`config.mk`:
```
export PLATFORM = sky130hd
export DESIGN_NAME = jtag_unlock_ctrl_flat
export DESIGN_NICKNAME = d
export VERILOG_FILES = /design/src/rtl/jtag_unlock_ctrl_pkg.sv /design/src/rtl/jtag_unlock_ctrl_if.sv /design/src/rtl/jtag_unlock_ctrl_lockout_timer.sv /design/src/rtl/jtag_unlock_ctrl.sv /design/src/flat_wrapper.sv
export SDC_FILE = /design/constraint.sdc
export NUM_CORES = 1
export LEC_CHECK = 0
export ABC_AREA = 0
export ABC_CLOCK_PERIOD_IN_PS = 1800
export BUFFER_PORTS_ARGS = -buffer_cell sky130_fd_sc_hd__clkbuf_2
export CELL_PAD_IN_SITES_DETAIL_PLACEMENT = 0
export CELL_PAD_IN_SITES_GLOBAL_PLACEMENT = 2
export CORE_UTILIZATION = 33
export CTS_BUF_LIST = sky130_fd_sc_hd__clkbuf_4 sky130_fd_sc_hd__clkbuf_8
export CTS_CLUSTER_SIZE = 16
export DETAILED_ROUTE_END_ITERATION = 8
export GPL_TIMING_DRIVEN = 1
export PLACE_DENSITY_LB_ADDON = 0.12
export SLEW_MARGIN = 20
export SYNTH_ARGS = -nofsm -noshare
export SYNTH_HDL_FRONTEND = slang
export SYNTH_SLANG_ARGS = --single-unit
```
`constraint.sdc`:
```
create_clock -name clk -period 1.8 [get_ports clk]
set_input_delay 0 -clock clk [delete_from_list [all_inputs] [get_ports clk]]
set_output_delay 0 -clock clk [all_outputs]
set_load 0.05 [all_outputs]
```
`src/rtl/jtag_unlock_ctrl_pkg.sv`:
```
// Shared types and default geometry for the debug-unlock controller and its lock register.
package jtag_lock_pkg;

  localparam int DEF_WORD_W    = 6;
  localparam int DEF_KEY_WORDS = 4;

  typedef enum logic [2:0] {
    IDLE     = 3'd0,
    COLLECT  = 3'd1,
    CHECK    = 3'd2,
    UNLOCKED = 3'd3,
    LOCKOUT  = 3'd4
  } unlock_state_e;

  // States in which the key stream may hand over a word.
  function automatic logic accepts_key(input unlock_state_e st);
    return (st == IDLE) || (st == COLLECT);
  endfunction

endpackage

```
`src/rtl/jtag_unlock_ctrl_if.sv`:
```
// Key-word stream from the JTAG data path into the unlock controller.
interface jtag_unlock_ctrl_if
  import jtag_lock_pkg::*;
#(
  parameter int WORD_W = DEF_WORD_W
) ();

  logic              key_valid;
  logic              key_ready;
  logic [WORD_W-1:0] key_data;
  logic              key_last;

  modport master (output key_valid, output key_data, output key_last, input key_ready);
  modport slave  (input key_valid, input key_data, input key_last, output key_ready);

endinterface

```
`src/rtl/jtag_unlock_ctrl_lockout_timer.sv`:
```
// Down-counter timing the lockout window; done flags the final counted cycle.
module lockout_timer #(
  parameter int LOCKOUT_CYCLES = 256,
  localparam int TMR_W = $clog2(LOCKOUT_CYCLES + 1)
) (
  input  logic clk,
  input  logic reset,
  input  logic load,
  input  logic count,
  output logic done
);

  logic [TMR_W-1:0] cnt_q, cnt_d;

  // Next count: load the full window, otherwise step down while enabled.
  always_comb begin
    cnt_d = cnt_q;
    if (load) begin
      cnt_d = TMR_W'(LOCKOUT_CYCLES);
    end else if (count && (cnt_q != '0)) begin
      cnt_d = cnt_q - TMR_W'(1);
    end else begin
      cnt_d = cnt_q;
    end
  end

  // Count register.
  always_ff @(posedge clk) begin
    if (reset) begin
      cnt_q <= '0;
    end else begin
      cnt_q <= cnt_d;
    end
  end

  assign done = count && (cnt_q == TMR_W'(1));

endmodule

```
`src/rtl/jtag_unlock_ctrl.sv`:
```
// Debug-unlock initiator: collects a key, compares it in constant time and strobes the lock register.
module jtag_unlock_ctrl
  import jtag_lock_pkg::*;
#(
  parameter int                          WORD_W         = DEF_WORD_W,
  parameter int                          KEY_WORDS      = DEF_KEY_WORDS,
  parameter logic [WORD_W*KEY_WORDS-1:0] SECRET         = 24'h5A3C96,
  parameter int                          MAX_TRIES      = 3,
  parameter int                          LOCKOUT_CYCLES = 256,
  localparam int IDX_W = (KEY_WORDS > 1) ? $clog2(KEY_WORDS) : 1,
  localparam int CNT_W = $clog2(MAX_TRIES + 1)
) (
  input  logic                     clk,
  input  logic                     reset,
  jtag_unlock_ctrl_if.slave        key_if,
  input  logic                     relock,
  output logic                     lock_en,
  output logic                     lock_value,
  output logic                     unlocked,
  output logic                     locked_out,
  output logic [CNT_W-1:0]         fail_cnt
);

  unlock_state_e    state_q, state_d;
  logic [IDX_W-1:0] idx_q, idx_d;
  logic             mismatch_q, mismatch_d;
  logic [CNT_W-1:0] fail_cnt_q, fail_cnt_d;
  logic             lock_en_q, lock_en_d;
  logic             lock_value_q, lock_value_d;
  logic             key_ready_q, key_ready_d;
  logic             unlocked_q, unlocked_d;
  logic             locked_out_q, locked_out_d;

  logic              xfer;
  logic              final_word;
  logic              word_ne;
  logic [WORD_W-1:0] secret_word;
  logic              tmr_load, tmr_count, tmr_done;

  assign xfer        = key_if.key_valid && key_ready_q;
  assign final_word  = (idx_q == IDX_W'(KEY_WORDS - 1));
  assign secret_word = SECRET[(KEY_WORDS - 1 - int'(idx_q)) * WORD_W +: WORD_W];
  assign word_ne     = (key_if.key_data != secret_word);

  lockout_timer #(
    .LOCKOUT_CYCLES (LOCKOUT_CYCLES)
  ) u_lockout_timer (
    .clk   (clk),
    .reset (reset),
    .load  (tmr_load),
    .count (tmr_count),
    .done  (tmr_done)
  );

  // Next-state, attempt bookkeeping and the strobe to be registered.
  always_comb begin
    state_d      = state_q;
    idx_d        = idx_q;
    mismatch_d   = mismatch_q;
    fail_cnt_d   = fail_cnt_q;
    lock_en_d    = 1'b0;
    lock_value_d = 1'b0;
    tmr_load     = 1'b0;
    tmr_count    = 1'b0;

    case (state_q)
      IDLE, COLLECT: begin
        if (xfer) begin
          // Every word is compared, so timing never depends on where a mismatch sits.
          mismatch_d = mismatch_q || word_ne;
          if (final_word) begin
            mismatch_d = mismatch_q || word_ne || !key_if.key_last;
            idx_d      = '0;
            state_d    = CHECK;
          end else if (key_if.key_last) begin
            mismatch_d = 1'b1;
            idx_d      = '0;
            state_d    = CHECK;
          end else begin
            idx_d   = idx_q + IDX_W'(1);
            state_d = COLLECT;
          end
        end else begin
          state_d = state_q;
        end
      end

      CHECK: begin
        mismatch_d = 1'b0;
        if (!mismatch_q) begin
          state_d      = UNLOCKED;
          fail_cnt_d   = '0;
          lock_en_d    = 1'b1;
          lock_value_d = 1'b1;
        end else begin
          if (fail_cnt_q < CNT_W'(MAX_TRIES)) begin
            fail_cnt_d = fail_cnt_q + CNT_W'(1);
          end else begin
            fail_cnt_d = fail_cnt_q;
          end
          if (fail_cnt_d == CNT_W'(MAX_TRIES)) begin
            state_d  = LOCKOUT;
            tmr_load = 1'b1;
          end else begin
            state_d = IDLE;
          end
        end
      end

      UNLOCKED: begin
        if (relock) begin
          state_d      = IDLE;
          lock_en_d    = 1'b1;
          lock_value_d = 1'b0;
        end else begin
          state_d = UNLOCKED;
        end
      end

      LOCKOUT: begin
        tmr_count = 1'b1;
        if (tmr_done) begin
          state_d    = IDLE;
          fail_cnt_d = '0;
        end else begin
          state_d = LOCKOUT;
        end
      end

      default: begin
        state_d    = IDLE;
        idx_d      = '0;
        mismatch_d = 1'b0;
      end
    endcase

    key_ready_d  = accepts_key(state_d);
    unlocked_d   = (state_d == UNLOCKED);
    locked_out_d = (state_d == LOCKOUT);
  end

  // State, attempt tracking and registered outputs.
  always_ff @(posedge clk) begin
    if (reset) begin
      state_q      <= IDLE;
      idx_q        <= '0;
      mismatch_q   <= 1'b0;
      fail_cnt_q   <= '0;
      lock_en_q    <= 1'b0;
      lock_value_q <= 1'b0;
      key_ready_q  <= 1'b1;
      unlocked_q   <= 1'b0;
      locked_out_q <= 1'b0;
    end else begin
      state_q      <= state_d;
      idx_q        <= idx_d;
      mismatch_q   <= mismatch_d;
      fail_cnt_q   <= fail_cnt_d;
      lock_en_q    <= lock_en_d;
      lock_value_q <= lock_value_d;
      key_ready_q  <= key_ready_d;
      unlocked_q   <= unlocked_d;
      locked_out_q <= locked_out_d;
    end
  end

  assign key_if.key_ready = key_ready_q;
  assign lock_en          = lock_en_q;
  assign lock_value       = lock_value_q;
  assign unlocked         = unlocked_q;
  assign locked_out       = locked_out_q;
  assign fail_cnt         = fail_cnt_q;

endmodule

```
`src/flat_wrapper.sv`:
```
// flat-port wrapper written by rule: the top's interface ports become plain ports
module jtag_unlock_ctrl_flat import jtag_lock_pkg::*;
#(
  parameter int                          WORD_W         = DEF_WORD_W,
  parameter int                          KEY_WORDS      = DEF_KEY_WORDS,
  parameter logic [WORD_W*KEY_WORDS-1:0] SECRET         = 24'h5A3C96,
  parameter int                          MAX_TRIES      = 3,
  parameter int                          LOCKOUT_CYCLES = 256,
  localparam int IDX_W = (KEY_WORDS > 1) ? $clog2(KEY_WORDS) : 1,
  localparam int CNT_W = $clog2(MAX_TRIES + 1)
)
  (clk, reset, relock, lock_en, lock_value, unlocked, locked_out, fail_cnt, key_if_key_valid, key_if_key_data, key_if_key_last, key_if_key_ready);
  jtag_unlock_ctrl_if #(.WORD_W(WORD_W)) key_if_i ();
  input  logic clk;
  input  logic reset;
  input  logic relock;
  output logic lock_en;
  output logic lock_value;
  output logic unlocked;
  output logic locked_out;
  output logic [CNT_W-1:0] fail_cnt;
  input wire logic [$bits(key_if_i.key_valid)-1:0] key_if_key_valid;
  input wire logic [$bits(key_if_i.key_data)-1:0] key_if_key_data;
  input wire logic [$bits(key_if_i.key_last)-1:0] key_if_key_last;
  output wire logic [$bits(key_if_i.key_ready)-1:0] key_if_key_ready;
  assign key_if_i.key_valid = key_if_key_valid;
  assign key_if_i.key_data = key_if_key_data;
  assign key_if_i.key_last = key_if_key_last;
  assign key_if_key_ready = key_if_i.key_ready;
  jtag_unlock_ctrl #(.WORD_W(WORD_W), .KEY_WORDS(KEY_WORDS), .SECRET(SECRET), .MAX_TRIES(MAX_TRIES), .LOCKOUT_CYCLES(LOCKOUT_CYCLES)) u_core (.clk(clk), .reset(reset), .key_if(key_if_i), .relock(relock), .lock_en(lock_en), .lock_value(lock_value), .unlocked(unlocked), .locked_out(locked_out), .fail_cnt(fail_cnt));
endmodule
```
==> impl_metrics.ini <==
[routing]
dr.first_iter.drc_count = 65
drt-vias-per-instance = 4.99
num_vias = 1058
drc = 0
wl_per_cell_um = 12.7
first_pass_iters = 4
antenna_left = 0
totalWireLength_um = 2690

[place]
dpl_cell_area_um2 = 1480
dp_hpwl_um = 2110
port-buffer-count = 17
place.gp.congestion = 0.777
preCtsSetupSlack_ps = 24.2

[synth]
yosysUniqueCellTypes = 42
synth_seq_cells = 22
synth-simple-area-share = 0.270
ys.flop_type = dfxtp_1
async_flop_share = 0
synth.avg_cell_area_um2 = 9.34
syn_inst = 136
synth_xor_area_frac = 0.0414
synth_compound_area_frac = 0.175
ys_seq_area_frac = 0.347
synthAdderAreaFrac = 0.0788
netlist_area_um2 = 1270
synth_edf_count = 0
synth_top_family_by_area = simple AND/OR/NAND/NOR gates
synth_mux_area_frac = 0.0394
yosysWarnings = 0
syn-num-nets = 155

[global_routing]
grt_pass1_wl_um = 4420
antenna_found_initial = 0
overflow = 0
grtUsageTotal = 0.142
grt_max_degree = 14
first_global_vias = 959

[critical_path]
reg2reg_depth = 6
cpMaxStageDelayCell = or4_1
cp-start-kind = register
cp-end-kind = register
path_class = register to register
timing.rr.end = u_core.u_lockout_timer.cnt_q[4]
reg2reg_slack_ps = 130
timing.rr.start = u_core.u_lockout_timer.cnt_q[0]
arrival_ps = 1880
critPathRequiredTime_ps = 2000
crit_fanout = 3
cp_cell_sequence = inv_1, ha_1, or3b_4, o311ai_4, or4_1, a21oi_1
critPathMaxStageDelay_ps = 420

[worst_hold_path]
holdPathEnd = u_core.mismatch_q
hold_path_class = input port to register
worstHoldStart = key_if_key_data[3]
whs_path_depth = 3

[finish]
syn_to_final_growth_pct = 23.7
final_cell_area_um2 = 1570
layout-drive-gt1-share = 0.280
nNetsFinal = 184
diodes = 0

[timing]
rsz0062_at_grt = false
setup_viol = 0
setup_tns_ps = 0
final_hold_viol_count = 0
worst_pin_slew_ps = 507
fin_skew_ps = 9.34
min_period_ps = 1670
slew_violations = 0
fin_hold_ws_ps = 73.6
fmax_mhz = 598
finalCritPeriodShare = 0.930
timing.final.ws_setup_ps = 126
relSlewSlack = 0.662

[floorplan]
die_area_um2 = 4100
ioPinCount = 18
core_um2 = 3690
row_count = 22
start_util = 0.344
die_w_um = 64.0
die_y_um = 64.0

[clocking]
cts_sinks = 22
clk_pin_slew_ps = 90
cts-root-buf = clkbuf_8
clk_latency_ps = 260
htreeDepth = 1
cts_tree = yes
clock_path_buffers = 2
cts_made_buffers = 3
post-cts-setup-buffers = 0

[power_and_ir_drop]
vdd_drop_max_uv = 440
finalPower_mw = 1.12
powerDensity_nw_per_um2 = 712
leakage_nw = 0.631

[run_status]
status = complete, no violations

[job]
cap_violations = 0
-- registers in the layout, summed over array words and instances (netlist names) --
| signal | cells |
|---|---|
| u_core.u_lockout_timer.cnt_q | 9 |
| u_core.state_q | 3 |
| u_core.fail_cnt | 2 |
| u_core.idx_q | 2 |
| u_core.key_if.key_ready | 1 |
| u_core.lock_en | 1 |
| u_core.lock_value | 1 |
| u_core.locked_out | 1 |
| u_core.mismatch_q | 1 |
| u_core.unlocked | 1 |
-- worst max-delay path, delay by kind of cell, from the launching register on --
family	cells	cell delay, ps
AND/OR/NAND/NOR	2	720
adder cells (fa/ha/maj)	1	220
flip-flops	1	360
buffers and inverters	1	70
AO/OA/AOI/OAI	2	250
-- cell usage in the layout, fill, tap and decap left out, drive strengths merged, types with 5 or more instances in the layout --
cell	Yosys	routed
clkbuf	3	20
buf	3	13
nor2	11	11
a21oi	11	11
inv	7	7
nand3	5	5
mux2i	5	5
ha	8	8
o21ai	7	7
dfxtp	22	22
nor3b	6	6
nand2b	6	6
-- synth_stat cells (2+ instances only) --
cell       count  area, um2
a21oi_1       11       55.1
a31oi_1        2       12.5
clkbuf_1       3       11.3
dfxtp_1       22        440
ha_1           8        100
inv_1          7       26.3
mux2i_1        5       50.1
nand2_1        4       15.0
nand2b_1       6       37.5
nand3_1        4       20.0
nor2_1        11       41.3
nor3b_1        5       37.5
nor4_1         2       12.5
o2111ai_1      2       17.5
o21ai_0        7       35.0
o311ai_2       2       32.5
o31ai_1        2       15.0
or3_1          2       12.5
or3_2          2       15.0
or4_1          3       22.5
xnor2_1        2       17.5
xor2_1         4       35.0
-- metrics by stage --
step,instances,util
after floorplan,136,-
after global routing,212,0.426
after detailed placement,208,0.401
after global placement,208,0.401
final,212,0.426
after CTS,212,0.420
-- metal layers --
metal,vias up,share of wire,global-route usage
met4,0,0.0056,0.0341
met1,480,0.50,0.195
li1,554,-,-
met5,-,0,0
met3,2,0.061,0.0429
met2,22,0.43,0.214
-- power by group --
group | switching, mW | internal [mW]
sequential | 0.0163 | 0.501
clock | 0.166 | 0.297
combinational | 0.0786 | 0.0598
total | 0.261 | 0.858
-- how the worst max path moves through the flow --
stage               depth (start not counted)  slack [ps]                            start                               to
finish                                      6         130  u_core.u_lockout_timer.cnt_q[0]  u_core.u_lockout_timer.cnt_q[4]
global route                                6          30                  u_core.idx_q[1]                u_core.mismatch_q
CTS                                         6          10  u_core.u_lockout_timer.cnt_q[0]  u_core.u_lockout_timer.cnt_q[3]
detailed placement                          6          20  u_core.u_lockout_timer.cnt_q[0]  u_core.u_lockout_timer.cnt_q[3]
global placement                            6         100  u_core.u_lockout_timer.cnt_q[0]  u_core.u_lockout_timer.cnt_q[4]
floorplan                                   6          90  u_core.u_lockout_timer.cnt_q[0]  u_core.u_lockout_timer.cnt_q[2]
-- logic make-up after synthesis --
family / Yosys count
AND/OR/NAND/NOR: 51
AO/OA/AOI/OAI: 31
flip-flops: 22
buffers and inverters: 13
adder cells (fa/ha/maj): 8
XOR/XNOR: 6
multiplexers: 5
-- cell type report --
class | instances | area, um2
multi-input combinational | 101 | 791
clock buffer | 3 | 41.3
inverter | 7 | 26.3
timing repair buffer | 30 | 183
clock inverter | 1 | 30.0
sequential | 22 | 440
fill | 390 | 2120
tap | 48 | 60.1
-- repair_timing --
item | in CTS | in global routing
resized for setup | 0 | 3
endpoints found under the setup margin | 0 | 4
hold buffers | 0 | 0
(Power assumes the default switching activity.)
